<file path="src/rtl/matmul_pkg.sv">
// Shared types for the matrix-multiply result drain path: FSM states, index width helper
// and the per-element end markers that travel with each result element.
package matmul_pkg;

    typedef enum logic [2:0] {
        ST_IDLE,
        ST_START,
        ST_WAIT,
        ST_STREAM,
        ST_FLUSH
    } state_e;

    // End-of-row / end-of-matrix markers; joined with the data word to form an element.
    typedef struct packed {
        logic row_last;
        logic last;
    } elem_tag_t;

    function automatic int idx_w(input int n);
        return (n < 2) ? 1 : $clog2(n);
    endfunction

endpackage

</file>
<file path="src/rtl/matmul_skid_fifo.sv">
// Two-entry FIFO decoupling the fixed-latency result read port from the stream handshake.
// Push and pop may occur in the same cycle; a pop while empty is ignored.
module matmul_skid_fifo #(
    parameter int W = 8
) (
    input  logic         clk,
    input  logic         rst,
    input  logic         push,
    input  logic [W-1:0] push_data,
    input  logic         pop,
    output logic [W-1:0] head,
    output logic [1:0]   count
);

    logic [W-1:0] mem_q [2];
    logic [W-1:0] mem_d [2];
    logic         wr_ptr_q, wr_ptr_d;
    logic         rd_ptr_q, rd_ptr_d;
    logic [1:0]   count_q, count_d;
    logic         do_pop;

    always_comb begin
        do_pop   = pop && (count_q != 2'd0);
        mem_d    = mem_q;
        wr_ptr_d = wr_ptr_q;
        rd_ptr_d = rd_ptr_q;
        if (push) begin
            mem_d[wr_ptr_q] = push_data;
            wr_ptr_d        = ~wr_ptr_q;
        end
        if (do_pop) begin
            rd_ptr_d = ~rd_ptr_q;
        end
        count_d = count_q + {1'b0, push} - {1'b0, do_pop};
    end

    always_ff @(posedge clk) begin
        if (rst) begin
            mem_q[0] <= '0;
            mem_q[1] <= '0;
            wr_ptr_q <= 1'b0;
            rd_ptr_q <= 1'b0;
            count_q  <= 2'd0;
        end else begin
            mem_q    <= mem_d;
            wr_ptr_q <= wr_ptr_d;
            rd_ptr_q <= rd_ptr_d;
            count_q  <= count_d;
        end
    end

    assign head  = mem_q[rd_ptr_q];
    assign count = count_q;

endmodule

</file>
<file path="src/rtl/matmul_result_reader.sv">
// Drain side of the matrix multiplier: starts a multiply, waits for done (with timeout),
// then reads the NxN result row-major and streams it out with row/matrix end markers.
//
//   state     | meaning
//   ----------+------------------------------------------------------------
//   ST_IDLE   | ready for a command
//   ST_START  | one-cycle mm_start pulse, clear timeout counter and error
//   ST_WAIT   | wait for mm_done, count cycles toward timeout
//   ST_STREAM | issue indexed reads row-major, results land in the FIFO
//   ST_FLUSH  | all reads issued, wait for the FIFO and read pipe to drain
module matmul_result_reader
    import matmul_pkg::*;
#(
    parameter int N              = 64,
    parameter int DATA_W         = 64,
    parameter int TIMEOUT_CYCLES = 1 << 20
) (
    input  logic                  clk,
    input  logic                  rst,
    input  logic                  cmd_valid,
    output logic                  cmd_ready,
    output logic                  mm_start,
    input  logic                  mm_done,
    output logic                  rd_en,
    output logic [idx_w(N)-1:0]   rd_row,
    output logic [idx_w(N)-1:0]   rd_col,
    input  logic [DATA_W-1:0]     rd_data,
    output logic                  m_valid,
    input  logic                  m_ready,
    output logic [DATA_W-1:0]     m_data,
    output logic                  m_row_last,
    output logic                  m_last,
    output logic                  busy,
    output logic                  timeout_err
);

    localparam int IDX_W = idx_w(N);
    localparam int TO_W  = $clog2(TIMEOUT_CYCLES + 1);
    localparam logic [IDX_W-1:0] IDX_LAST = IDX_W'(N - 1);
    localparam logic [TO_W-1:0]  TO_LAST  = TO_W'(TIMEOUT_CYCLES - 1);

    typedef struct packed {
        logic [DATA_W-1:0] data;
        elem_tag_t         tag;
    } elem_t;

    state_e           state_q, state_d;
    logic [IDX_W-1:0] row_q, row_d;
    logic [IDX_W-1:0] col_q, col_d;
    logic [TO_W-1:0]  to_cnt_q, to_cnt_d;
    logic             timeout_err_q, timeout_err_d;
    logic             inflight_q;
    elem_tag_t        infl_tag_q;
    elem_tag_t        issue_tag;
    logic             issue;
    logic             pop;
    logic             head_valid;
    logic [1:0]       fifo_count;
    logic [2:0]       occ;
    elem_t            push_elem;
    elem_t            head_elem;

    // A pop in this cycle frees a slot before the read issued now returns,
    // which is what lets the stream sustain one element per cycle.
    always_comb begin
        head_valid         = (fifo_count != 2'd0);
        pop                = head_valid && m_ready;
        occ                = {1'b0, fifo_count} + {2'b0, inflight_q};
        issue              = (state_q == ST_STREAM) && (occ < (3'd2 + {2'b0, pop}));
        issue_tag.row_last = (col_q == IDX_LAST);
        issue_tag.last     = (col_q == IDX_LAST) && (row_q == IDX_LAST);

        state_d       = state_q;
        row_d         = row_q;
        col_d         = col_q;
        to_cnt_d      = to_cnt_q;
        timeout_err_d = timeout_err_q;

        unique case (state_q)
            ST_IDLE: begin
                if (cmd_valid) begin
                    state_d       = ST_START;
                    timeout_err_d = 1'b0;
                end
            end
            ST_START: begin
                to_cnt_d      = '0;
                timeout_err_d = 1'b0;
                state_d       = ST_WAIT;
            end
            ST_WAIT: begin
                if (mm_done) begin
                    state_d = ST_STREAM;
                end else if (to_cnt_q == TO_LAST) begin
                    timeout_err_d = 1'b1;
                    state_d       = ST_IDLE;
                end else begin
                    to_cnt_d = to_cnt_q + 1'b1;
                end
            end
            ST_STREAM: begin
                if (issue) begin
                    if (issue_tag.last) begin
                        row_d   = '0;
                        col_d   = '0;
                        state_d = ST_FLUSH;
                    end else if (issue_tag.row_last) begin
                        col_d = '0;
                        row_d = row_q + 1'b1;
                    end else begin
                        col_d = col_q + 1'b1;
                    end
                end
            end
            ST_FLUSH: begin
                if ((fifo_count == 2'd0) && !inflight_q) begin
                    state_d = ST_IDLE;
                end
            end
            default: state_d = ST_IDLE;
        endcase
    end

    always_ff @(posedge clk) begin
        if (rst) begin
            state_q       <= ST_IDLE;
            row_q         <= '0;
            col_q         <= '0;
            to_cnt_q      <= '0;
            timeout_err_q <= 1'b0;
            inflight_q    <= 1'b0;
            infl_tag_q    <= '0;
        end else begin
            state_q       <= state_d;
            row_q         <= row_d;
            col_q         <= col_d;
            to_cnt_q      <= to_cnt_d;
            timeout_err_q <= timeout_err_d;
            inflight_q    <= issue;
            infl_tag_q    <= issue_tag;
        end
    end

    assign push_elem = {rd_data, infl_tag_q};

    matmul_skid_fifo #(
        .W($bits(elem_t))
    ) u_fifo (
        .clk       (clk),
        .rst       (rst),
        .push      (inflight_q),
        .push_data (push_elem),
        .pop       (pop),
        .head      (head_elem),
        .count     (fifo_count)
    );

    assign cmd_ready   = (state_q == ST_IDLE);
    assign mm_start    = (state_q == ST_START);
    assign busy        = (state_q != ST_IDLE);
    assign rd_en       = issue;
    assign rd_row      = row_q;
    assign rd_col      = col_q;
    assign m_valid     = head_valid;
    assign m_data      = head_elem.data;
    assign m_row_last  = head_elem.tag.row_last;
    assign m_last      = head_elem.tag.last;
    assign timeout_err = timeout_err_q;

endmodule

</file>
<file path="config.mk">
export PLATFORM = sky130hd
export DESIGN_NAME = matmul_result_reader
export DESIGN_NICKNAME = d
export VERILOG_FILES = /design/src/rtl/matmul_pkg.sv /design/src/rtl/matmul_skid_fifo.sv /design/src/rtl/matmul_result_reader.sv
export SDC_FILE = /design/constraint.sdc
export NUM_CORES = 1
export LEC_CHECK = 0
export CORE_MARGIN = 2
export CORE_UTILIZATION = 47
export CTS_CLUSTER_DIAMETER = 120
export CTS_CLUSTER_SIZE = 40
export DETAILED_ROUTE_END_ITERATION = 6
export PLACE_DENSITY = 0.84
export SYNTH_ARGS = -nofsm -noshare
export SYNTH_HDL_FRONTEND = slang
export SYNTH_HIERARCHICAL = 1
export SYNTH_SLANG_ARGS = --single-unit
</file>
<file path="constraint.sdc">
create_clock -name clk -period 1.8 [get_ports clk]
set_input_delay 0.27 -clock clk [delete_from_list [all_inputs] [get_ports clk]]
set_output_delay 0.27 -clock clk [all_outputs]
set_load 0.005 [all_outputs]
</file>
==> flow_summary_export.csv <==
group,metric,value,unit
run,timing.max_cap.violations,0,
routing,routed_wl,21500,µm
synth,synth_area,7560,µm²
floorplan,core_area,15800,µm²
timing,slew_violations,0,
routing,firstDrtPassIters,5,
place,dpl.hpwl,12600,µm
place,routabilityCongestion,0.811,
critical_path,required,2.16,ns
timing,fmax,0.513,GHz
pwr,power_density,719,nW/µm²
worst_hold_path,hp-start,"rst",
synth,yosys.area_share.simple,0.223,
final_layout,final_area,10900,µm²
global_route,antenna_found_initial,0,
final_layout,nNetsFinal,1178,
timing,period_share,1.08,
clock_network,numCtsBuffers,17,
routing,wl_per_cell,16.2,µm
timing,hold_ws,0.237,ns
floorplan,dieHeight,131,µm
pwr,leakage,4.01,nW
timing,layout_min_cycle_time,1.95,ns
synth,ys_seq_area_frac,0.466,
pwr,seq_power_share,0.500,
critical_path,reg2reg_to,"to_cnt_q[15]",
synth,synth_xor_area_frac,0.0139,
critical_path,startpoint_type,"flip-flop",
outcome,violations,"negative setup slack",
timing,final-setup-viol-count,57,
global_route,overflow,0,
pwr,clockPowerShare,0.443,
synth,synth_cell_types,53,
global_route,grt_use_total,0.238,
floorplan,die_area,17100,µm²
critical_path,r2r_start,"state_q[2]",
pwr,p_comb_frac,0.057,
timing,rsz0062_at_grt,"true",
outcome,status,"finished, violations left",
floorplan,row_count,46,
timing,tightest_slew,0.457,ns
floorplan,initial_core_util,0.478,
pwr,ir_worst_vdd,0.680,mV
routing,drt_iter0_markers,464,
critical_path,reg2reg_slack,-0.15,ns
routing,detail-route-antenna-nets,0,
critical_path,cp_max_fo,7,
synth,ys_async_sr_fraction,0,
final_layout,area_growth,44.0,%
routing,avgViaCountPerCell,5.39,
synth,synthAdderAreaFrac,0.0116,
final_layout,final_common_cell,"nand2_1",
pwr,swShare,0.227,
clock_network,clock_path_buffers,2,
place,numPortBuffers,152,
worst_hold_path,hold_path_depth,3,
synth,ys.flop_type,"dfxtp_1",
clock_network,cts_root_buffer,"clkbuf_16",
timing,setup_ws,-0.148,ns
timing,fin_skew,0.0120,ns
timing,hold_viol,0,
floorplan,boundaryPins,153,
synth,ys_ff_latch,176,
synth,synth_cells,905,
synth,synth-compound-area-share,0.139,
routing,vias,7180,
clock_network,cts_tree,"done",
critical_path,crit_type,"flip-flop to flip-flop",
global_route,grt_max_degree,94,
synth,yosys.area.top_type_share,0.466,
synth,synth.largest_area_cell,"dfxtp_1",
synth,ys_warn_count,6,
floorplan,die_w,131,µm
synth,postSynthNetCount,981,
clock_network,clock_sinks,176,
routing,route.detailed.drc,0,
place,dp_cells,1270,
synth,syn_avg_cell_area,8.36,µm²
worst_hold_path,hold_path.class,"input port to flip-flop",
final_layout,final_cell_mix,"nand2_1, dfxtp_1, a21oi_1, clkdlybuf4s50_1, buf_6",
pwr,cellInternalPower,6.05,mW
synth,synth_top_family_by_area,"simple AND/OR/NAND/NOR gates",
worst_hold_path,min_to,"to_cnt_q[10]",
critical_path,cp.arrival,2.31,ns
clock_network,clkSlewWorstSetupHoldPaths,0.07,ns
critical_path,r2r_cells,6,
synth,ys_top_cells_by_area,"dfxtp_1, nand2_1, a21oi_1",
synth,synth_mux_area_frac,0.0997,
place,placed_area,9590,µm²
global_route,grt_pass1_wl,32300,µm
pwr,power_switching,1.78,mW
synth,synth_edf_count,0,
critical_path,setup.worst_path.end_class,"flip-flop",
global_route,grt_pass1_vias,6763,
clock_network,clock_latency,0.43,ns
clock_network,cts_max_level,4,
final_layout,drive_gt1_frac,0.274,
timing,slew_headroom,0.695,
final_layout,diodes,0,
clock_network,cts_hold_buf,0,
final_layout,instances_no_fill,1331,
final_layout,final_util,0.688,
worst max-delay path: stages (launching register included):
cell	delay [ns]
dfxtp_4	0.36
buf_6	0.11
or4b_4	0.52
nand2_8	0.13
o211ai_4	0.12
or4_4	0.50
a21oi_2	0.13
cell families (layout without fill, tap and decap cells):
family | Yosys count | after routing
mux | 67 | 67
fa+ha+maj | 7 | 7
xor+xnor | 12 | 12
simple gates | 384 | 384
buf+inv | 67 | 276
compound gates | 192 | 193
flops | 176 | 176
timing repair:
action | CTS | global route
cloned | 6 | 2
gates resized for setup | 322 | 111
pin swaps | 14 | 11
setup buffers | 22 | 7
hold endpoints to repair | 0 | 0
setup endpoints to repair | 75 | 95
power by group through the flow:
stage	clock, mW	combinational (mW)	sequential [mW]
final	3.47	0.444	3.92
after global routing	3.67	0.475	3.92
after CTS	3.52	0.425	3.92
after detailed placement	0	0.413	4.01
after global placement	0	0.411	4.00
after floorplan	0	0.146	4.00
worst max path at each step:
stage                         start      endpoint  slack, ns  depth (start not counted)
finish                   state_q[2]  to_cnt_q[15]      -0.15                          6
global route             state_q[2]  to_cnt_q[15]      -0.18                          6
CTS                 u_fifo/rd_ptr_q    m_data[28]      -0.22                          5
detailed placement          mm_done  to_cnt_q[15]      -0.42                          6
global placement            mm_done  to_cnt_q[15]      -0.40                          6
floorplan                state_q[0]  to_cnt_q[16]      0.003                          6
Yosys cell counts, types with 4 or more instances:
master and number:
a21oi_1 159, and2_1 4, and4_1 4, buf_2 19, buf_4 19, clkbuf_1 19, dfxtp_1 176, ha_1 7
inv_1 7, mux2_2 67, nand2_1 285, nand3_1 15, nand4_1 6, nand4b_1 4, nor2_1 22, o21ai_0 10
o31ai_1 8, or3_1 9, or4_1 7, xnor2_1 4, xor2_1 8
registers in the layout, summed over array words and instances, names as in the netlist:
| register | count |
|---|---|
| infl_tag_q | 2 |
| inflight_q | 1 |
| rd_col | 6 |
| rd_row | 6 |
| state_q | 3 |
| timeout_err | 1 |
| to_cnt_q | 21 |
| u_fifo/count | 2 |
| u_fifo/mem_q | 132 |
| u_fifo/rd_ptr_q | 1 |
| u_fifo/wr_ptr_q | 1 |
cell type report:
class	instances	area [µm²]
multi-input combinational	663	4070
fill	1173	4940
clock buffer	19	433
tap	216	270
sequential	176	3540
inverter	7	26.3
timing repair buffer	237	2440
clock inverter	13	115
layer usage:
layer	global-route usage	wire length [µm]	vias up
met5	0	0	-
met2	0.408	10600	226
met1	0.295	9120	3443
li1	-	-	3475
met4	0.0839	433	0
met3	0.0521	1350	36
stage by stage:
stage	power (mW)	TNS (ns)	setup WS (ns)
detailed placement	4.42	-5.87	-0.422
CTS	7.86	-6.41	-0.215
global placement	4.42	-5.16	-0.401
finish	7.83	-3.52	-0.148
global route	8.06	-6.03	-0.176
floorplan	4.15	0	0.00253
Power figures use the tool's default switching activity.
==> RTL edit, RTL diff (same settings) <==
`DATA_W`: 64 -> 32.
--- a/src/rtl/matmul_result_reader.sv
+++ b/src/rtl/matmul_result_reader.sv
@@ -12,7 +12,7 @@
     import matmul_pkg::*;
 #(
     parameter int N              = 64,
-    parameter int DATA_W         = 64,
+    parameter int DATA_W         = 32,
     parameter int TIMEOUT_CYCLES = 1 << 20
 ) (
     input  logic                  clk,
Ports: changed (resized m_data and rd_data); port bits go from 153 to 89. The function was not compared with the original's and may differ.
==> RTL edit against the unedited design <==
- worst setup slack got worse by 34 ps
- critical path type unchanged
- sequential cell count fell by 64
- the flow still finishes with violations (setup timing)
- core utilization fell by 1.9 points
- cell area fell by 36%
- area after synthesis fell by 33%
- power fell by 46%
- combinational power fell by 28%
- clock power fell by 59%
- wire length fell by 35%
- die area fell by 33%
==> RTL edit: results (changes against the unedited design) <==
Run status
  • Status: finished with violations
  • Failing checks: setup timing

Yosys
  • Prevailing post-synth register cell: dfxtp_1
  • Largest cells by area after synthesis: dfxtp_1 (45%), nand2_1 (12%), a21oi_1 (9.4%)
  • Top post-synthesis cells by count: nand2_1 (156), dfxtp_1 (112), a21oi_1 (95)
  • YS warnings: 6 (unchanged)
  • Sequential share of the synthesized area: 0.445 (-0.0205)
  • Synth cell types: 52 (-1.9%)
  • Synth Instances: 595 (-34%)
  • Syn Nets: 639 (-35%)

Timing
  • TNS Setup: -1460 ps (+2060 ps)
  • Post-route minimum period: 1980 ps (+34.3 ps)
  • Max_slew headroom: 0.647 (-0.0486)
  • Final clock skew: 11.1 ps (-0.901 ps)
  • PnR worst setup slack: -183 ps (-34.3 ps)
  • Final setup fails: 21 (-63%)

Placement
  • Port Buf Inserts: 88 (-42%)
  • Final GP Congestion: 0.809 (-0.26%)
  • Placed cell area: 0.00628 mm2 (-35%)
  • HPWL Detailed: 8.48 mm (-33%)
  • Placed Cells incl. Taps: 834 (-34%)

Global route
  • First-pass GRT wire length: 22.2 mm (-31%)
  • Initial antenna violation count: 0 (unchanged)
  • Total Routing Usage GR: 0.235 (-0.00217)
  • Met2 global-route usage: 0.432 (+0.0244)
  • Met3 GRT Util: 0.0466 (-0.00551)
  • Number of global-route vias before repair: 4857 (-28%)
  • Met1 GRT Util: 0.269 (-0.0256)
  • Largest net degree at the start of global routing: 89 (-5.3%)

Detailed routing
  • Highest routed layer: met4
  • Vias: 4826 (-33%)
  • Pre-Repair DR Iteration Count: 5 (unchanged)
  • Avg WL per Cell: 16.0 um (-1.2%)
  • Met1 WL: 5.81 mm (-36%)
  • Initial DRC Count: 241 (-48%)
  • Wire length on met2: 7.21 mm (-32%)
  • Met3 routed WL: 706 um (-48%)
  • Vias per cell: 5.52 (+2.2%)

Critical path
  • Slowest stage delay, CP: 390 ps (-130 ps)
  • Crit-path leading delay family: simple AND/OR/NAND/NOR gates
  • Critical-path top delay cell: or3b_4
  • Critical Path AT: 2250 ps (-60 ps)
  • Crit path max fanout: 5 (-2)

Clocking
  • Clock Latency Late Sink: 380 ps (-50 ps)
  • Clock root buffer: clkbuf_8
  • # H-tree levels: 3 (-1)
  • Clock transition at path regs: 110 ps (+40 ps)
  • CTS Buf Count: 9 (-8)

Pwr
  • P_comb: 0.000319 W (-28%)
  • Max IR drop VDD: 0.000358 V (-47%)
  • Sw Share: 0.249 (+0.0221)
  • Pleak: 2.57 nW (-36%)
  • Register share of total power: 0.586 (+0.086)

Finish
  • Diode count: 0 (unchanged)
  • Layout cells sized above 1: 0.295 (+0.0206)
  • Layout Nets: 778 (-34%)
  • Top flop regs: u_fifo/mem_q (68), to_cnt_q (21)
[RTL edit: path summary, 6_finish.rpt]
path | from | end | cells past startpoint | slack [ps]
worst max register to register | state_q[0]$_SDFFE_PP0P_ | to_cnt_q[6]$_SDFFE_PP0P_ | 8 | -180
worst max-delay path | state_q[0]$_SDFFE_PP0P_ | to_cnt_q[6]$_SDFFE_PP0P_ | 8 | -180
worst min-delay path | rst | rd_col[0]$_SDFFE_PP0P_ | 2 | 190
worst min register to register | infl_tag_q[1]$_SDFF_PP0_ | u_fifo/mem_q[35]$_SDFFE_PP0P_ | 2 | 460
[RTL edit: timing repair]
action | 4_1_cts | 5_1_grt
pin swaps | 17 | 20
cloned | 2 | 1
setup buffers | 25 | 5
resized for setup | 213 | 46
endpoints found under the setup margin | 47 | 55
[RTL edit: cell families (layout without fill, tap and decap cells)]
group,count (synthesis),in the layout,share of synthesized area
and+or+nand+nor,258,258,0.242
AOI/OAI and AO/OA,128,129,0.145
DFF,112,112,0.445
buffers and inverters,44,187,0.0524
muxes,35,35,0.0783
xor gates and xnor gates,11,11,0.0191
adders and majority gates,7,7,0.0174
[RTL edit: per-stage QoR]
step	power, W	setup WS (ps)	hold slack (ps)
2_1_floorplan	0.00266	2.53	342
3_3_place_gp	0.00282	-379	438
3_5_place_dp	0.00282	-447	443
4_1_cts	0.00425	-125	182
5_1_grt	0.00441	-222	182
6_report	0.00425	-183	193
[RTL edit: layout make-up]
type | instances | area (um2)
fillers | 780 | 3430
multi-input cells | 440 | 2790
flip-flops and latches | 112 | 2260
repair buffers | 164 | 1510
well taps | 136 | 170
clock buffers | 11 | 131
clock inverters | 5 | 51.3
inverters | 7 | 28.8
